<file path="src/rtl/router_pkt_tx_if.sv">
// Upstream/router signal bundle for router_pkt_tx.
// master = the side that supplies start/payload/router status; slave = router_pkt_tx.
interface router_pkt_tx_if;
  logic       start;
  logic [1:0] dest;
  logic [5:0] len;
  logic [7:0] pl_data;
  logic       pl_valid;
  logic       pl_ready;
  logic       busy;
  logic       err;
  logic [7:0] data_in;
  logic       pkt_valid;
  logic       idle;
  logic       done;
  logic       bad_req;
  logic       abort;
  logic       err_flag;

  modport master (
    output start, dest, len, pl_data, pl_valid, busy, err,
    input  pl_ready, data_in, pkt_valid, idle, done, bad_req, abort, err_flag
  );

  modport slave (
    input  start, dest, len, pl_data, pl_valid, busy, err,
    output pl_ready, data_in, pkt_valid, idle, done, bad_req, abort, err_flag
  );
endinterface

</file>
<file path="src/rtl/router_pkt_tx.sv">
// Buffers a len-byte payload, then sends header/payload/parity to the router; header appears len+1 cycles
// after start when pl_valid stays high, each beat holds while busy, and BUSY_LIMIT straight busy cycles abort.
module router_pkt_tx #(
  parameter int BUSY_LIMIT = 30
) (
  input  logic            clk,
  input  logic            reset,
  router_pkt_tx_if.slave  bus
);
  localparam int SW = $clog2(BUSY_LIMIT + 1);

  typedef enum logic [2:0] {IDLE, LOAD, HEADER, PAYLOAD, PARITY, ERRWIN} state_t;

  state_t          state;
  logic [1:0]      dest_q;
  logic [5:0]      len_q;
  logic [5:0]      wr_idx;
  logic [5:0]      rd_idx;
  logic [7:0]      par_q;
  logic [SW-1:0]   stall_cnt;
  logic [1:0]      ew_cnt;
  logic [7:0]      pbuf [64];

  // Payload store kept out of reset so it maps onto plain RAM.
  always_ff @(posedge clk) begin
    if (state == LOAD && bus.pl_valid) pbuf[wr_idx] <= bus.pl_data;
  end

  always_ff @(posedge clk) begin
    if (!reset) begin
      state        <= IDLE;
      dest_q       <= '0;
      len_q        <= '0;
      wr_idx       <= '0;
      rd_idx       <= '0;
      par_q        <= '0;
      stall_cnt    <= '0;
      ew_cnt       <= '0;
      bus.pl_ready <= 1'b0;
      bus.data_in  <= '0;
      bus.pkt_valid<= 1'b0;
      bus.idle     <= 1'b1;
      bus.done     <= 1'b0;
      bus.bad_req  <= 1'b0;
      bus.abort    <= 1'b0;
      bus.err_flag <= 1'b0;
    end else begin
      bus.done    <= 1'b0;
      bus.bad_req <= 1'b0;
      bus.abort   <= 1'b0;
      case (state)
        IDLE: begin
          if (bus.start) begin
            if (bus.dest != 2'd3 && bus.len != 6'd0) begin
              dest_q       <= bus.dest;
              len_q        <= bus.len;
              wr_idx       <= '0;
              rd_idx       <= '0;
              par_q        <= '0;
              stall_cnt    <= '0;
              bus.err_flag <= 1'b0;
              bus.pl_ready <= 1'b1;
              bus.idle     <= 1'b0;
              state        <= LOAD;
            end else begin
              bus.bad_req <= 1'b1;
            end
          end
        end
        LOAD: begin
          if (bus.pl_valid) begin
            if (wr_idx == len_q - 6'd1) begin
              // Fold the header into the parity now so the parity beat is a straight register copy.
              par_q         <= par_q ^ bus.pl_data ^ {len_q, dest_q};
              bus.pl_ready  <= 1'b0;
              bus.data_in   <= {len_q, dest_q};
              bus.pkt_valid <= 1'b1;
              state         <= HEADER;
            end else begin
              par_q  <= par_q ^ bus.pl_data;
              wr_idx <= wr_idx + 6'd1;
            end
          end
        end
        HEADER, PAYLOAD, PARITY: begin
          if (bus.busy) begin
            if (stall_cnt == SW'(BUSY_LIMIT - 1)) begin
              bus.abort     <= 1'b1;
              bus.pkt_valid <= 1'b0;
              bus.data_in   <= '0;
              bus.idle      <= 1'b1;
              stall_cnt     <= '0;
              state         <= IDLE;
            end else begin
              stall_cnt <= stall_cnt + SW'(1);
            end
          end else begin
            stall_cnt <= '0;
            if (state == HEADER) begin
              bus.data_in <= pbuf[0];
              rd_idx      <= 6'd1;
              state       <= PAYLOAD;
            end else if (state == PAYLOAD) begin
              // rd_idx counts bytes already driven; equal to len means the last one was just taken.
              if (rd_idx == len_q) begin
                bus.data_in   <= par_q;
                bus.pkt_valid <= 1'b0;
                state         <= PARITY;
              end else begin
                bus.data_in <= pbuf[rd_idx];
                rd_idx      <= rd_idx + 6'd1;
              end
            end else begin
              bus.data_in <= '0;
              ew_cnt      <= '0;
              state       <= ERRWIN;
            end
          end
        end
        ERRWIN: begin
          bus.err_flag <= bus.err_flag | bus.err;
          if (ew_cnt == 2'd2) begin
            bus.done <= 1'b1;
            bus.idle <= 1'b1;
            state    <= IDLE;
          end else begin
            ew_cnt <= ew_cnt + 2'd1;
          end
        end
        default: begin
          bus.idle <= 1'b1;
          state    <= IDLE;
        end
      endcase
    end
  end
endmodule

</file>
<file path="src/flat_wrapper.sv">
// flat-port wrapper written by rule: the top's interface ports become plain ports
module router_pkt_tx_flat 
#(
  parameter int BUSY_LIMIT = 30
)
  (clk, reset, bus_start, bus_dest, bus_len, bus_pl_data, bus_pl_valid, bus_busy, bus_err, bus_pl_ready, bus_data_in, bus_pkt_valid, bus_idle, bus_done, bus_bad_req, bus_abort, bus_err_flag);
  router_pkt_tx_if bus_i ();
  input  logic clk;
  input  logic reset;
  input wire logic [$bits(bus_i.start)-1:0] bus_start;
  input wire logic [$bits(bus_i.dest)-1:0] bus_dest;
  input wire logic [$bits(bus_i.len)-1:0] bus_len;
  input wire logic [$bits(bus_i.pl_data)-1:0] bus_pl_data;
  input wire logic [$bits(bus_i.pl_valid)-1:0] bus_pl_valid;
  input wire logic [$bits(bus_i.busy)-1:0] bus_busy;
  input wire logic [$bits(bus_i.err)-1:0] bus_err;
  output wire logic [$bits(bus_i.pl_ready)-1:0] bus_pl_ready;
  output wire logic [$bits(bus_i.data_in)-1:0] bus_data_in;
  output wire logic [$bits(bus_i.pkt_valid)-1:0] bus_pkt_valid;
  output wire logic [$bits(bus_i.idle)-1:0] bus_idle;
  output wire logic [$bits(bus_i.done)-1:0] bus_done;
  output wire logic [$bits(bus_i.bad_req)-1:0] bus_bad_req;
  output wire logic [$bits(bus_i.abort)-1:0] bus_abort;
  output wire logic [$bits(bus_i.err_flag)-1:0] bus_err_flag;
  assign bus_i.start = bus_start;
  assign bus_i.dest = bus_dest;
  assign bus_i.len = bus_len;
  assign bus_i.pl_data = bus_pl_data;
  assign bus_i.pl_valid = bus_pl_valid;
  assign bus_i.busy = bus_busy;
  assign bus_i.err = bus_err;
  assign bus_pl_ready = bus_i.pl_ready;
  assign bus_data_in = bus_i.data_in;
  assign bus_pkt_valid = bus_i.pkt_valid;
  assign bus_idle = bus_i.idle;
  assign bus_done = bus_i.done;
  assign bus_bad_req = bus_i.bad_req;
  assign bus_abort = bus_i.abort;
  assign bus_err_flag = bus_i.err_flag;
  router_pkt_tx #(.BUSY_LIMIT(BUSY_LIMIT)) u_core (.clk(clk), .reset(reset), .bus(bus_i));
endmodule
</file>
<file path="config.mk">
export PLATFORM = sky130hd
export DESIGN_NAME = router_pkt_tx_flat
export DESIGN_NICKNAME = d
export VERILOG_FILES = /design/src/rtl/router_pkt_tx_if.sv /design/src/rtl/router_pkt_tx.sv /design/src/flat_wrapper.sv
export SDC_FILE = /design/constraint.sdc
export NUM_CORES = 1
export LEC_CHECK = 0
export CAP_MARGIN = 0
export CORE_ASPECT_RATIO = 0.5
export CORE_MARGIN = 5
export CORE_UTILIZATION = 50
export DETAILED_ROUTE_END_ITERATION = 12
export DONT_BUFFER_PORTS = 1
export MAX_ROUTING_LAYER = met4
export PLACE_DENSITY = 0.68
export SLEW_MARGIN = 5
export SYNTH_ARGS = -nofsm -noshare
export SYNTH_HDL_FRONTEND = slang
export SYNTH_SLANG_ARGS = --single-unit
</file>
<file path="constraint.sdc">
create_clock -name clk -period 2.2 [get_ports clk]
set_clock_uncertainty 0.1 [all_clocks]
set_input_delay 0.33 -clock clk [delete_from_list [all_inputs] [get_ports clk]]
set_output_delay 0.33 -clock clk [all_outputs]
set_load 0.02 [all_outputs]
</file>
==> impl_metrics.ini <==
[clocking]
cts.sink_count = 571
clock_path_buffers = 3
clk_latency_ns = 0.57
h-tree-depth = 2
cts_root_buf = clkbuf_16
numCtsBuffers = 48
clk_pin_slew_worst_paths_ns = 0.07
cts_tree = done

[power]
finalPower_mw = 20.8
switching_power_mw = 4.22
intPower_mw = 16.6
power_density_nw_per_um2 = 746
p_seq_frac = 0.572
switching_share = 0.203
p_leak_nw = 9.07
irDropWorstVdd_uv = 558
p_comb_frac = 0.036
clkPwrFrac = 0.392

[setup_path]
endpoint_kind = register
r2r_end = u_core.bus.data_in[0]
crit_cells = 8
arrival_ns = 2.87
critPathSlowestCell = mux4_2
start_kind = register
crit_end = u_core.bus.data_in[0]
crit_family = compound AO/OA/AOI/OAI gates
crit_fanout = 8
crit_buf_inv = 2
r2r_slack_ns = -0.34
cp_cell_sequence = buf_12 -> mux4_2 -> a22o_1 -> a2111oi_4 -> buf_4 -> nand3_4 -> nand3_2 -> a31oi_1
required_ns = 2.53
cp_slowest_stage_delay_ns = 0.51
crit_type = reg -> reg
rr_worst_depth = 8

[synthesis]
syn_inst = 1313
yosysTopAreaCell = edfxtp_1
seq_area_frac_synth = 0.725
synth_top_area_share = 0.673
synth_edf_count = 512
synth_common_cells = 512 x edfxtp_1, 121 x nor2_1, 111 x mux4_2
ys.flop_type = edfxtp_1
yosysMostFrequentCell = edfxtp_1
ys_async_sr_fraction = 0
syn_nets = 1341
syn_avg_cell_area_um2 = 17.4
synthTopCellsByArea = edfxtp_1 67%, mux4_2 11%, dfxtp_1 5.2%, nor2_1 2.0%, mux2i_1 1.4%
ys_ff_latch = 571
synth.cell_area_um2 = 22800
yosysUniqueCellTypes = 64
yosysWarnings = 0

[sta]
setup_viol = 31
period_share = 1.15
fmax_mhz = 394
finalCriticalPeriod_ns = 2.54
slew_viol_final = 0
rsz0062_at_grt = yes
postLayoutSetupSlackWorst_ns = -0.340
finalHoldViolations = 0
final.setup.tns_ns = -3.62
hold_ws_ns = 0.0409
tightest_slew_ns = 0.797
max_slew_margin = 0.462

[floorplan]
num_io_pins = 37
core_um2 = 45100
die_x_um = 312
die-area_um2 = 50300
rows = 55
die_h_um = 161
initial_core_util = 0.506

[placement]
dp_cells = 2044
gp_congestion = 0.921
dpl.hpwl_mm = 37.8
portBuffers = 0

[run_status]
violations = negative setup slack
status = finished, violations left

[grt]
grt_overflow = 0
antenna_found_initial = 1
grt_pass1_wl_mm = 86.5
track_usage = 0.235
grt_pass1_vias = 13280
grt_max_degree = 66

[min_path]
hp-class = in -> reg
holdPathStages = 1

[detailed_routing]
drc = 0
dr.pass1.iters = 6
ant_nets = 0
wl_mm = 58.4
drt_iter0_drc = 1740
num_vias = 13391
detail_route.wl_per_cell_um = 26.9
via_per_inst = 6.17

[final_layout]
syn2layout_area_growth_pct = 22.3
num_antenna_cells = 0
instances_no_fill = 2170
final_util = 0.619
final_nets = 1566
drive_above_1_share = 0.333

[job]
maxCapViolCount = 0
## cell type report
class                           count  area [µm²]
Fill cell                        3054       17200
Sequential cell                   571       16600
Multi-Input combinational cell    663        6380
Timing Repair Buffer              247        2730
Clock buffer                       66        1330
Tap cell                          598         748
Clock inverter                     18         140
Inverter                            7        26.3
## cell usage in the layout, fill, tap and decap left out, types with 8 or more instances in the layout
master / count
a211oi_1: 18
a21oi_1: 28
a22o_1: 12
a22oi_1: 11
a31oi_1: 8
and3_1: 11
buf_12: 50
buf_16: 8
buf_4: 170
clkbuf_1: 12
clkbuf_16: 50
dfxtp_1: 54
dlygate4sd3_1: 13
edfxtp_1: 512
mux2_2: 9
mux2i_1: 31
mux4_2: 111
nand2_1: 40
nand3_1: 30
nand4_1: 9
nor2_1: 77
nor2_2: 38
nor2b_1: 20
o21ai_0: 29
o22ai_1: 28
or3_1: 9
xnor2_1: 10
xor2_1: 14
## worst min-delay path by stage
stage / startpoint / endpoint / slack, ns
floorplan: bus_pl_data[0] / u_core.pbuf[0][0] / 0.33
global placement: reset / u_core.bus.idle / 0.33
detailed placement: bus_pl_data[6] / u_core.pbuf[60][6] / 0.34
CTS: bus_dest[1] / u_core.bus.bad_req / 0.01
global route: bus_pl_data[0] / u_core.pbuf[63][0] / 0.04
finish: bus_pl_data[0] / u_core.pbuf[63][0] / 0.04
## power by group through the flow
| stage | Combinational (mW) | Sequential, mW | Clock [mW] |
|---|---|---|---|
| after floorplan | 0.288 | 12.1 | 0 |
| after global placement | 0.425 | 12.1 | 0 |
| after detailed placement | 0.445 | 12.1 | 0 |
| after CTS | 0.708 | 11.9 | 8.26 |
| after global routing | 0.803 | 11.9 | 8.74 |
| final | 0.758 | 11.9 | 8.16 |
## routing by layer
| metal | wire (µm) | global-route usage | vias to the layer above |
|---|---|---|---|
| li1 | - | - | 5714 |
| met1 | 23900 | 0.333 | 6864 |
| met2 | 27400 | 0.361 | 723 |
| met3 | 6030 | 0.0519 | 90 |
| met4 | 1070 | 0.0443 | 0 |
| met5 | 0 | - | - |
## repair_timing
action / CTS / global route
hold buffers: 21 / 0
endpoints found under the hold margin: 558 / 0
setup endpoints to repair: 249 / 293
gates cloned: 1 / 1
pin swaps: 14 / 15
buffers inserted: 9 / 11
resized for setup: 49 / 34
## sequential cells by signal (all words and copies together), names as in the netlist, named ones only
name / flops
u_core.bus.pl_ready: 1
u_core.bus.bad_req: 1
u_core.bus.data_in: 8
u_core.bus.idle: 1
u_core.pbuf: 512
u_core.dest_q: 2
u_core.bus.pkt_valid: 1
u_core.bus.done: 1
u_core.stall_cnt: 5
u_core.len_q: 6
u_core.par_q: 8
u_core.ew_cnt: 2
u_core.state: 3
u_core.bus.err_flag: 1
u_core.wr_idx: 6
u_core.bus.abort: 1
u_core.rd_idx: 6
## metrics by stage
stage / cell area [µm²] / worst slack, ns
finish: 27900 / -0.340
detailed placement: 25500 / -0.957
global route: 27900 / -0.380
floorplan: 23000 / -0.155
CTS: 27700 / -0.295
global placement: 25500 / -0.921
## logic make-up after synthesis
family | Yosys count | share of synthesized area
buf+inv | 79 | 0.0171
fa+ha+maj | 6 | 0.00329
flops | 571 | 0.725
xor+xnor | 33 | 0.0127
mux | 151 | 0.127
compound gates | 180 | 0.0532
simple gates | 293 | 0.0614
(Power assumes the default switching activity.)
